`src/rtl/keypad_entry_controller_if.sv`:
```
// Keypad entry bus: scanner-side key inputs plus the live entry buffer,
// the committed time value and the load/error strobes.
interface keypad_entry_controller_if;
   logic [3:0]  key_code;
   logic        key_held;
   logic [15:0] entry_digits;
   logic        entry_pm;
   logic [2:0]  digit_count;
   logic        entry_active;
   logic [15:0] set_value;
   logic        set_pm;
   logic        load_time;
   logic        load_alarm;
   logic        entry_error;

   // Scanner / consumer side: drives keys, observes the controller.
   modport master (
      output key_code, key_held,
      input  entry_digits, entry_pm, digit_count, entry_active,
             set_value, set_pm, load_time, load_alarm, entry_error
   );

   // Controller side: consumes keys, produces entry and commit results.
   modport slave (
      input  key_code, key_held,
      output entry_digits, entry_pm, digit_count, entry_active,
             set_value, set_pm, load_time, load_alarm, entry_error
   );
endinterface

```
`src/rtl/keypad_entry_controller.sv`:
```
// Keypad entry controller: debounces scanner key events into single-shot
// actions, builds an HH:MM + AM/PM entry and commits it to the time or
// alarm registers after validation. Partial entries expire after TIMEOUT.
module keypad_entry_controller #(
   parameter int unsigned DEBOUNCE = 3,
   parameter int unsigned TIMEOUT  = 2560
) (
   input  logic                             clk_256Hz,
   input  logic                             reset_n,
   keypad_entry_controller_if.slave         kbus
);

   typedef enum logic [1:0] {
      ST_IDLE    = 2'd0,
      ST_PRESS   = 2'd1,
      ST_EXEC    = 2'd2,
      ST_RELEASE = 2'd3
   } state_t;

   localparam logic [3:0]  DEB_L = 4'(DEBOUNCE);
   localparam logic [11:0] TMO_L = 12'(TIMEOUT);

   localparam logic [3:0] KEY_AMPM  = 4'hA;
   localparam logic [3:0] KEY_TIME  = 4'hB;
   localparam logic [3:0] KEY_ALARM = 4'hC;

   state_t      state_r;
   logic [3:0]  cnt_r;
   logic [11:0] timer_r;
   logic [15:0] entry_digits_r;
   logic        entry_pm_r;
   logic [2:0]  digit_count_r;
   logic        entry_active_r;
   logic [15:0] set_value_r;
   logic        set_pm_r;
   logic        load_time_r;
   logic        load_alarm_r;
   logic        entry_error_r;
   logic        accept_s;
   logic        is_digit_s;
   logic        entry_valid_s;

   // Entry is committable when it has at least HMM, hour is 1..12,
   // minute tens is 0..5 and every nibble is a BCD digit.
   function automatic logic commit_ok(input logic [15:0] d, input logic [2:0] n);
      logic [6:0] hour;
      logic       bcd_ok;
      hour   = ({3'd0, d[15:12]} * 7'd10) + {3'd0, d[11:8]};
      bcd_ok = (d[15:12] <= 4'd9) && (d[11:8] <= 4'd9) &&
               (d[7:4] <= 4'd9) && (d[3:0] <= 4'd9);
      return (n >= 3'd3) && bcd_ok && (hour >= 7'd1) && (hour <= 7'd12) &&
             (d[7:4] <= 4'd5);
   endfunction

   // Key decode of the code being executed this cycle.
   assign is_digit_s    = (kbus.key_code <= 4'd9);
   assign accept_s      = (state_r == ST_EXEC) && (kbus.key_code <= KEY_ALARM);
   assign entry_valid_s = commit_ok(entry_digits_r, digit_count_r);

   // Debounce FSM, entry buffer, commit strobes and inactivity timer.
   always_ff @(posedge clk_256Hz or negedge reset_n) begin
      if (!reset_n) begin
         state_r        <= ST_IDLE;
         cnt_r          <= 4'd0;
         timer_r        <= 12'd0;
         entry_digits_r <= 16'h0000;
         entry_pm_r     <= 1'b0;
         digit_count_r  <= 3'd0;
         entry_active_r <= 1'b0;
         set_value_r    <= 16'h0000;
         set_pm_r       <= 1'b0;
         load_time_r    <= 1'b0;
         load_alarm_r   <= 1'b0;
         entry_error_r  <= 1'b0;
      end else begin
         load_time_r   <= 1'b0;
         load_alarm_r  <= 1'b0;
         entry_error_r <= 1'b0;

         case (state_r)
            ST_IDLE: begin
               if (kbus.key_held) begin
                  if (DEB_L <= 4'd1) begin
                     state_r <= ST_EXEC;
                     cnt_r   <= 4'd0;
                  end else begin
                     state_r <= ST_PRESS;
                     cnt_r   <= 4'd1;
                  end
               end else begin
                  cnt_r <= 4'd0;
               end
            end
            ST_PRESS: begin
               if (!kbus.key_held) begin
                  state_r <= ST_IDLE;
                  cnt_r   <= 4'd0;
               end else if ((cnt_r + 4'd1) >= DEB_L) begin
                  state_r <= ST_EXEC;
                  cnt_r   <= 4'd0;
               end else begin
                  cnt_r <= cnt_r + 4'd1;
               end
            end
            ST_EXEC: begin
               state_r <= ST_RELEASE;
               cnt_r   <= 4'd0;
            end
            ST_RELEASE: begin
               if (kbus.key_held) begin
                  cnt_r <= 4'd0;
               end else if ((cnt_r + 4'd1) >= DEB_L) begin
                  state_r <= ST_IDLE;
                  cnt_r   <= 4'd0;
               end else begin
                  cnt_r <= cnt_r + 4'd1;
               end
            end
            default: begin
               state_r <= ST_IDLE;
               cnt_r   <= 4'd0;
            end
         endcase

         // An executed key takes priority over a coincident timeout.
         if (accept_s) begin
            timer_r <= 12'd0;
            if (is_digit_s) begin
               if (digit_count_r < 3'd4) begin
                  entry_digits_r <= {entry_digits_r[11:0], kbus.key_code};
                  digit_count_r  <= digit_count_r + 3'd1;
                  entry_active_r <= 1'b1;
               end else begin
                  entry_digits_r <= entry_digits_r;
               end
            end else begin
               case (kbus.key_code)
                  KEY_AMPM: begin
                     entry_pm_r <= ~entry_pm_r;
                  end
                  KEY_TIME, KEY_ALARM: begin
                     if (entry_valid_s) begin
                        set_value_r  <= entry_digits_r;
                        set_pm_r     <= entry_pm_r;
                        load_time_r  <= (kbus.key_code == KEY_TIME);
                        load_alarm_r <= (kbus.key_code == KEY_ALARM);
                     end else begin
                        entry_error_r <= 1'b1;
                     end
                     entry_digits_r <= 16'h0000;
                     entry_pm_r     <= 1'b0;
                     digit_count_r  <= 3'd0;
                     entry_active_r <= 1'b0;
                  end
                  default: begin
                     entry_pm_r <= entry_pm_r;
                  end
               endcase
            end
         end else if (!(entry_active_r || entry_pm_r)) begin
            timer_r <= 12'd0;
         end else if ((timer_r + 12'd1) >= TMO_L) begin
            timer_r        <= 12'd0;
            entry_digits_r <= 16'h0000;
            entry_pm_r     <= 1'b0;
            digit_count_r  <= 3'd0;
            entry_active_r <= 1'b0;
         end else begin
            timer_r <= timer_r + 12'd1;
         end
      end
   end

   assign kbus.entry_digits = entry_digits_r;
   assign kbus.entry_pm     = entry_pm_r;
   assign kbus.digit_count  = digit_count_r;
   assign kbus.entry_active = entry_active_r;
   assign kbus.set_value    = set_value_r;
   assign kbus.set_pm       = set_pm_r;
   assign kbus.load_time    = load_time_r;
   assign kbus.load_alarm   = load_alarm_r;
   assign kbus.entry_error  = entry_error_r;

endmodule

```
`src/flat_wrapper.sv`:
```
// flat-port wrapper written by rule: the top's interface ports become plain ports
module keypad_entry_controller_flat 
#(
   parameter int unsigned DEBOUNCE = 3,
   parameter int unsigned TIMEOUT  = 2560
)
  (clk_256Hz, reset_n, kbus_key_code, kbus_key_held, kbus_entry_digits, kbus_entry_pm, kbus_digit_count, kbus_entry_active, kbus_set_value, kbus_set_pm, kbus_load_time, kbus_load_alarm, kbus_entry_error);
  keypad_entry_controller_if kbus_i ();
  input  logic clk_256Hz;
  input  logic reset_n;
  input wire logic [$bits(kbus_i.key_code)-1:0] kbus_key_code;
  input wire logic [$bits(kbus_i.key_held)-1:0] kbus_key_held;
  output wire logic [$bits(kbus_i.entry_digits)-1:0] kbus_entry_digits;
  output wire logic [$bits(kbus_i.entry_pm)-1:0] kbus_entry_pm;
  output wire logic [$bits(kbus_i.digit_count)-1:0] kbus_digit_count;
  output wire logic [$bits(kbus_i.entry_active)-1:0] kbus_entry_active;
  output wire logic [$bits(kbus_i.set_value)-1:0] kbus_set_value;
  output wire logic [$bits(kbus_i.set_pm)-1:0] kbus_set_pm;
  output wire logic [$bits(kbus_i.load_time)-1:0] kbus_load_time;
  output wire logic [$bits(kbus_i.load_alarm)-1:0] kbus_load_alarm;
  output wire logic [$bits(kbus_i.entry_error)-1:0] kbus_entry_error;
  assign kbus_i.key_code = kbus_key_code;
  assign kbus_i.key_held = kbus_key_held;
  assign kbus_entry_digits = kbus_i.entry_digits;
  assign kbus_entry_pm = kbus_i.entry_pm;
  assign kbus_digit_count = kbus_i.digit_count;
  assign kbus_entry_active = kbus_i.entry_active;
  assign kbus_set_value = kbus_i.set_value;
  assign kbus_set_pm = kbus_i.set_pm;
  assign kbus_load_time = kbus_i.load_time;
  assign kbus_load_alarm = kbus_i.load_alarm;
  assign kbus_entry_error = kbus_i.entry_error;
  keypad_entry_controller #(.DEBOUNCE(DEBOUNCE), .TIMEOUT(TIMEOUT)) u_core (.clk_256Hz(clk_256Hz), .reset_n(reset_n), .kbus(kbus_i));
endmodule
```
`config.mk`:
```
export PLATFORM = sky130hd
export DESIGN_NAME = keypad_entry_controller_flat
export DESIGN_NICKNAME = d
export VERILOG_FILES = /design/src/rtl/keypad_entry_controller_if.sv /design/src/rtl/keypad_entry_controller.sv /design/src/flat_wrapper.sv
export SDC_FILE = /design/constraint.sdc
export NUM_CORES = 1
export LEC_CHECK = 0
export ABC_CLOCK_PERIOD_IN_PS = 5800
export CAP_MARGIN = 15
export CORE_MARGIN = 2
export CORE_UTILIZATION = 30
export DETAILED_ROUTE_END_ITERATION = 10
export DONT_BUFFER_PORTS = 1
export HOLD_SLACK_MARGIN = 0.02
export SLEW_MARGIN = 10
export SYNTH_ARGS = -nofsm -noshare
export SYNTH_HDL_FRONTEND = slang
export SYNTH_SLANG_ARGS = --single-unit
```
`constraint.sdc`:
```
create_clock -name clk_256Hz -period 5.8 [get_ports clk_256Hz]
set_input_delay 1.16 -clock clk_256Hz [delete_from_list [all_inputs] [get_ports clk_256Hz]]
set_output_delay 1.16 -clock clk_256Hz [all_outputs]
set_load 0.01 [all_outputs]
```
Yosys cells after proc, flatten, opt, wreduce, memory -nomap -nowiden
Cells that the tools add are included.
{"block": "word_totals", "input_bits": 7, "reg_bits": 59, "out_inout_bits": 41, "elab_cells": 110, "mem_bits_ro": 0, "latch_bits": 0, "ram_bits": 0, "mem_count": 0}
{"block": "op_classes", "mul": 1, "muxes": 47, "eq_ne": 14, "n_reduce_logical": 17, "bitwise": 2, "div_mod_pow": 0, "n_shift": 0, "order_cmp": 13, "addsub": 4}
{"cell": "16-bit two-way mux", "count": 6}
{"cell": "12-bit two-way mux", "count": 3}
{"cell": "4-bit <= comparator (second input constant)", "count": 6}
{"cell": "1-bit two-way mux", "count": 21}
{"cell": "3-bit two-way mux", "count": 6}
{"cell": "4-bit case mux with 4 select lines", "count": 1}
{"cell": "4-bit AND reduction", "count": 4}
{"cell": "12-bit by 1-bit adder with 12-bit output (second input constant)", "count": 1}
{"cell": "4-bit equality test (second input constant)", "count": 3}
{"cell": "12-bit >= comparator (second input constant)", "count": 1}
{"cell": "4-bit two-way mux", "count": 3}
{"cell": "2-bit two-way mux", "count": 5}
{"cell": "3-bit inequality test (second input constant)", "count": 3}
{"cell": "1-bit logical AND", "count": 8}
{"cell": "2-bit case mux with 4 select lines", "count": 1}
{"cell": "7-bit by 4-bit adder with 7-bit output", "count": 1}
{"cell": "7-bit by 1-bit >= comparator with 1-bit output (second input constant)", "count": 1}
{"cell": "7-bit by 4-bit <= comparator with 1-bit output (second input constant)", "count": 1}
{"cell": "4-bit by 3-bit multiplier with 6-bit output (second input constant)", "count": 1}
{"cell": "2-bit inequality test (second input constant)", "count": 3}
{"cell": "4-bit by 1-bit adder with 4-bit output (second input constant)", "count": 1}
{"cell": "2-bit equality test (second input constant)", "count": 2}
{"cell": "4-bit by 2-bit >= comparator with 1-bit output (second input constant)", "count": 1}
{"cell": "4-bit by 3-bit <= comparator with 1-bit output (second input constant)", "count": 1}
{"cell": "other kinds (12)", "count": 14}

Longest topological paths before layout
{"block": "depth", "ltp_word": 12, "depth_mapped": 9, "depth_no_buf": 8}

Worst setup path after synthesis
No wires, ideal clock.
{"block": "synth_timing", "kind": "input-to-reg", "start": "in kbus_key_code[1]", "end": "reg u_core.set_pm_r (netlist: u_core.kbus.set_pm)", "arrival_ps": 2696, "setup_time_ps": 125, "cell_stages": 7, "setup_slack_ps": 2979, "required_ps": 5675, "n_path_buf": 2, "path_cell_list": "buf_2 or3b_4 a21oi_2 nand4_2 a21oi_4 buf_12 mux2_4"}
{"block": "synth_between", "elab_chain_cells": 3, "word_cells_on_any_way": 8, "classes_between": "2 x order compare; 2 x eq/ne; 1 x bitwise; 3 x reduce/logical"}
{"element": "from (decl)", "line_no": "flat_wrapper.sv:11", "text": "input wire logic [$bits(kbus_i.key_code)-1:0] kbus_key_code;"}
{"element": "4-bit <= comparator, or another cell as far along", "line_no": "keypad_entry_controller.sv:57", "text": "assign accept_s = (state_r == ST_EXEC) && (kbus.key_code <= KEY_ALARM);"}
{"element": "1-bit logical AND, or another cell as far along", "line_no": "keypad_entry_controller.sv:57"}
{"element": "4-bit AND reduction (no source line) (*)"}
{"element": "to (signal assigned)", "line_no": "keypad_entry_controller.sv:144", "text": "set_pm_r <= entry_pm_r;"}
{"element": "to (decl)", "line_no": "keypad_entry_controller.sv:35", "text": "logic set_pm_r;"}
Mark *: on every way between the ends. The rest lies on a longest branch, timed or not.
A chain may end at the register's enable or synchronous reset.

Worst setup path after layout
{"block": "layout_timing", "start": "reg u_core.entry_digits_r[13] (netlist: u_core.kbus.entry_digits[13])", "end": "reg u_core.set_value_r[8] (netlist: u_core.kbus.set_value[8])"}
{"block": "layout_between", "elab_chain_cells": 9, "word_cells_on_any_way": 13, "classes_between": "1 x add/sub; 1 x mul; 3 x order compare; 8 x reduce/logical"}
{"element": "from (decl)", "line_no": "keypad_entry_controller.sv:30", "text": "logic [15:0] entry_digits_r;"}
{"element": "from (signal assigned)", "line_no": "keypad_entry_controller.sv:130", "text": "entry_digits_r <= {entry_digits_r[11:0], kbus.key_code};"}
{"element": "from (signal assigned)", "line_no": "keypad_entry_controller.sv:134", "text": "entry_digits_r <= entry_digits_r;"}
{"element": "parallel branches: the longest is 6 deep, another holds 7-bit by 4-bit adder with 7-bit output"}
{"element": "1-bit logical AND (*) (2 in a row)", "line_no": "keypad_entry_controller.sv:51", "text": "return (n >= 3'd3) && bcd_ok && (hour >= 7'd1) && (hour <= 7'd12) &&"}
{"element": "4-bit AND reduction (no source line) (*)"}
{"element": "to (signal assigned)", "line_no": "keypad_entry_controller.sv:143", "text": "set_value_r <= entry_digits_r;"}
{"element": "to (decl)", "line_no": "keypad_entry_controller.sv:34", "text": "logic [15:0] set_value_r;"}
Every way passes the cells marked *.

==> results.md <==
* CP endpoint kind: register
* Die ar. at 11300 sq um
* CTS tree: built
* Most used cell, CP: ha_1
* RD Place Congestion at 0.776
* Dpl ws at 2.73 ns
* Starting Density at 30.7%
* Unrepaired setup endpoints after global routing: no
* Fraction of registers with async set/reset at 100%
* Seq/Total Area, Yosys at 47.0%
* Worst Path Buf+Inv at 0
* Area Overhead vs Synth at 9.47%
* Slew HR at 27.4%
* Maximum vdd ir drop at ~0.13 mV
* CTS clk-pin slew, worst paths at ~0.07 ns
* Clk sink count at 59
* Synth Flop Type: dfrtp_1
* Top-area cell type share of the netlist area at 47.0%
* CTS Hold Bufs at 0
* Worst-path cell chain: ha_1 > ha_1 > fa_1 > xor2_1 > nand4_1 > a21o_1 > a21oi_4 > mux2_2
* FF+latch count, synth at 59
* First-pass GRT wire length at 11.3 mm
* Root Buffer: clkbuf_8
* Max-slew violation count at 0
* Detailed Route WL at 6.88 mm
* Max Cap Viol at 0
* Setup TNS after final layout at 0 ns
* Crit path largest cell delay at roughly 0.60 ns
* Fin worst setup slack at ~2.7 ns
* Achievable Freq at 326 MHz
* Final setup violation count at 0
* Die height at around 110 microns
* Die X at 106 microns
* Worst Hold Class: reg -> reg
* ANT cells at 0
* EDFF count, synth at 0
* Hold Slack at roughly 0.49 ns
* Total congestion overflow at 0
* Detail Route Antenna Nets at 0
* Synth area leaders: dfrtp_1, ha_1, a32oi_1
* Required time worst endpoint at 6.03 ns
* Drt pass-1 iters at 6
* Post_cts resized at 0
* Largest net degree at the start of global routing at 60
* Mapped Area at 3140 sq um
* Period utilization at 52.9%
* Vias in the first global route at around 2200
* Actual slew at the worst max-slew pin at 1.09 ns
* Final Hold Fails at 0
* Residual DRC at 0
* Num CTS Buffers at 9
* Max Root-Sink Buffers at 2
* Row cnt at 37
* Core area at between 10000 and 15000 sq um
* Cells after Synth at 293
* Count leader, synth: dfrtp_1
* CP top delay family: adder cells
* GRT Total Usage at between 10% and 20%
* LEAKAGE at 1.62 nW
* Post-DP HPWL at 4.82 mm
* Layout cells sized above 1 at 15.1%
* Max FO, Critical Path at 17
* DRT iter0 DRCs at 92
* Syn avg cell area at 10.7 sq um
* Total power at 1.50 mW
* Critical path type: reg -> reg
* Htree depth at 3
* Via Count at 2201
* Synthesis Warnings at 0
* CP Launch Type: register
* Setup bufs post-CTS at 0
* Post-synth top cells: dfrtp_1, nand3_1, nand2_1, nor2_1, a32oi_1
* Critical Path AT at 3.30 ns
* Post-synth top area cell: dfrtp_1
* Yosys cell types at 51
* Highest-delay cell along the critical path: a21oi_4
* Status: finished, final reports clean
* Routed len/inst at 15.8 microns
* Min cycle time layout at 3.07 ns
* Clock skew at around 0.0067 ns
* Vias per cell at 5.06
* Nets at 315
* PortBufs at 0
* Fin util at about a third
* Worst-skew pair later-pin latency at 0.34 ns
* # IOs at 48
* PwrDens at 435 nW/um^2
* Initial antenna violation count at 0
-- sequential cells by signal, indices dropped and copies added, names as in the netlist, named ones only --
name / flops
u_core.kbus.entry_digits: 16
u_core.kbus.set_value: 16
u_core.timer_r: 12
u_core.cnt_r: 4
u_core.kbus.digit_count: 3
u_core.kbus.entry_active: 1
u_core.kbus.entry_error: 1
u_core.kbus.entry_pm: 1
u_core.kbus.load_alarm: 1
u_core.kbus.load_time: 1
u_core.kbus.set_pm: 1
u_core.state_r: 1
-- cell type report --
| cell class | count | area [sq um] |
|---|---|---|
| clock buffers | 11 | 141 |
| flip-flops and latches | 59 | 1480 |
| fillers | 1032 | 6790 |
| multi-input cells | 210 | 1540 |
| well taps | 136 | 170 |
| repair buffers | 2 | 15.0 |
| clock inverters | 5 | 52.6 |
| inverters | 12 | 45.0 |
-- kinds of logic after synthesis --
logic type	count (synthesis)	synth area share (%)
AND/OR/NAND/NOR	110	18.4
flip-flops	59	47.0
AO/OA/AOI/OAI	51	12.5
buffers and inverters	25	4.14
multiplexers	20	8.12
adder cells (fa/ha/maj)	15	6.37
XOR/XNOR	12	3.34
other	1	0.119
-- through the flow --
step	area, sq um	instances
after CTS	3440	435
after detailed placement	3250	419
after global placement	3250	419
after floorplan	3150	294
after global routing	3440	435
final	3440	435
-- metal layers --
metal  track usage [%]  routed length, microns  share of wire [%]
met5                 0                       0                  0
met4              3.95                      95                1.4
met3              5.58                     488                7.1
met2              21.2                    3340                 48
met1              15.1                    2960                 43
-- final timing paths --
check	from	to	slack (ns)	cells past startpoint
max in group asynchronous	reset_n	u_core.cnt_r[0]$_DFF_PN0_	5.20	0
worst max register to register	u_core.kbus.entry_digits[13]$_DFFE_PN0P_	u_core.kbus.set_value[8]$_DFFE_PN0P_	2.73	8
worst min-delay path	u_core.timer_r[0]$_DFF_PN0_	u_core.timer_r[0]$_DFF_PN0_	0.49	1
worst max-delay path	u_core.kbus.entry_digits[13]$_DFFE_PN0P_	u_core.kbus.set_value[8]$_DFFE_PN0P_	2.73	8
min in group asynchronous	reset_n	u_core.kbus.set_value[14]$_DFFE_PN0P_	0.51	0
worst min register to register	u_core.timer_r[0]$_DFF_PN0_	u_core.timer_r[0]$_DFF_PN0_	0.49	1
-- placed cells by master (no fill, tap or decap), drive strengths merged, types with 6 or more instances in the layout --
master / count
dfrtp: 59
a32oi: 16
nor2: 21
nor3: 8
nand2: 26
xnor2: 7
o21ai: 8
mux2: 17
a21oi: 6
inv: 12
nand3: 27
clkbuf: 11
ha: 12
-- power breakdown --
group	total [mW]	switching [mW]	internal, mW
Combinational	0.413	0.231	0.182
Clock	0.370	0.163	0.208
Sequential	0.714	0.205	0.509
Note: power is estimated with default switching activity, not from simulation.
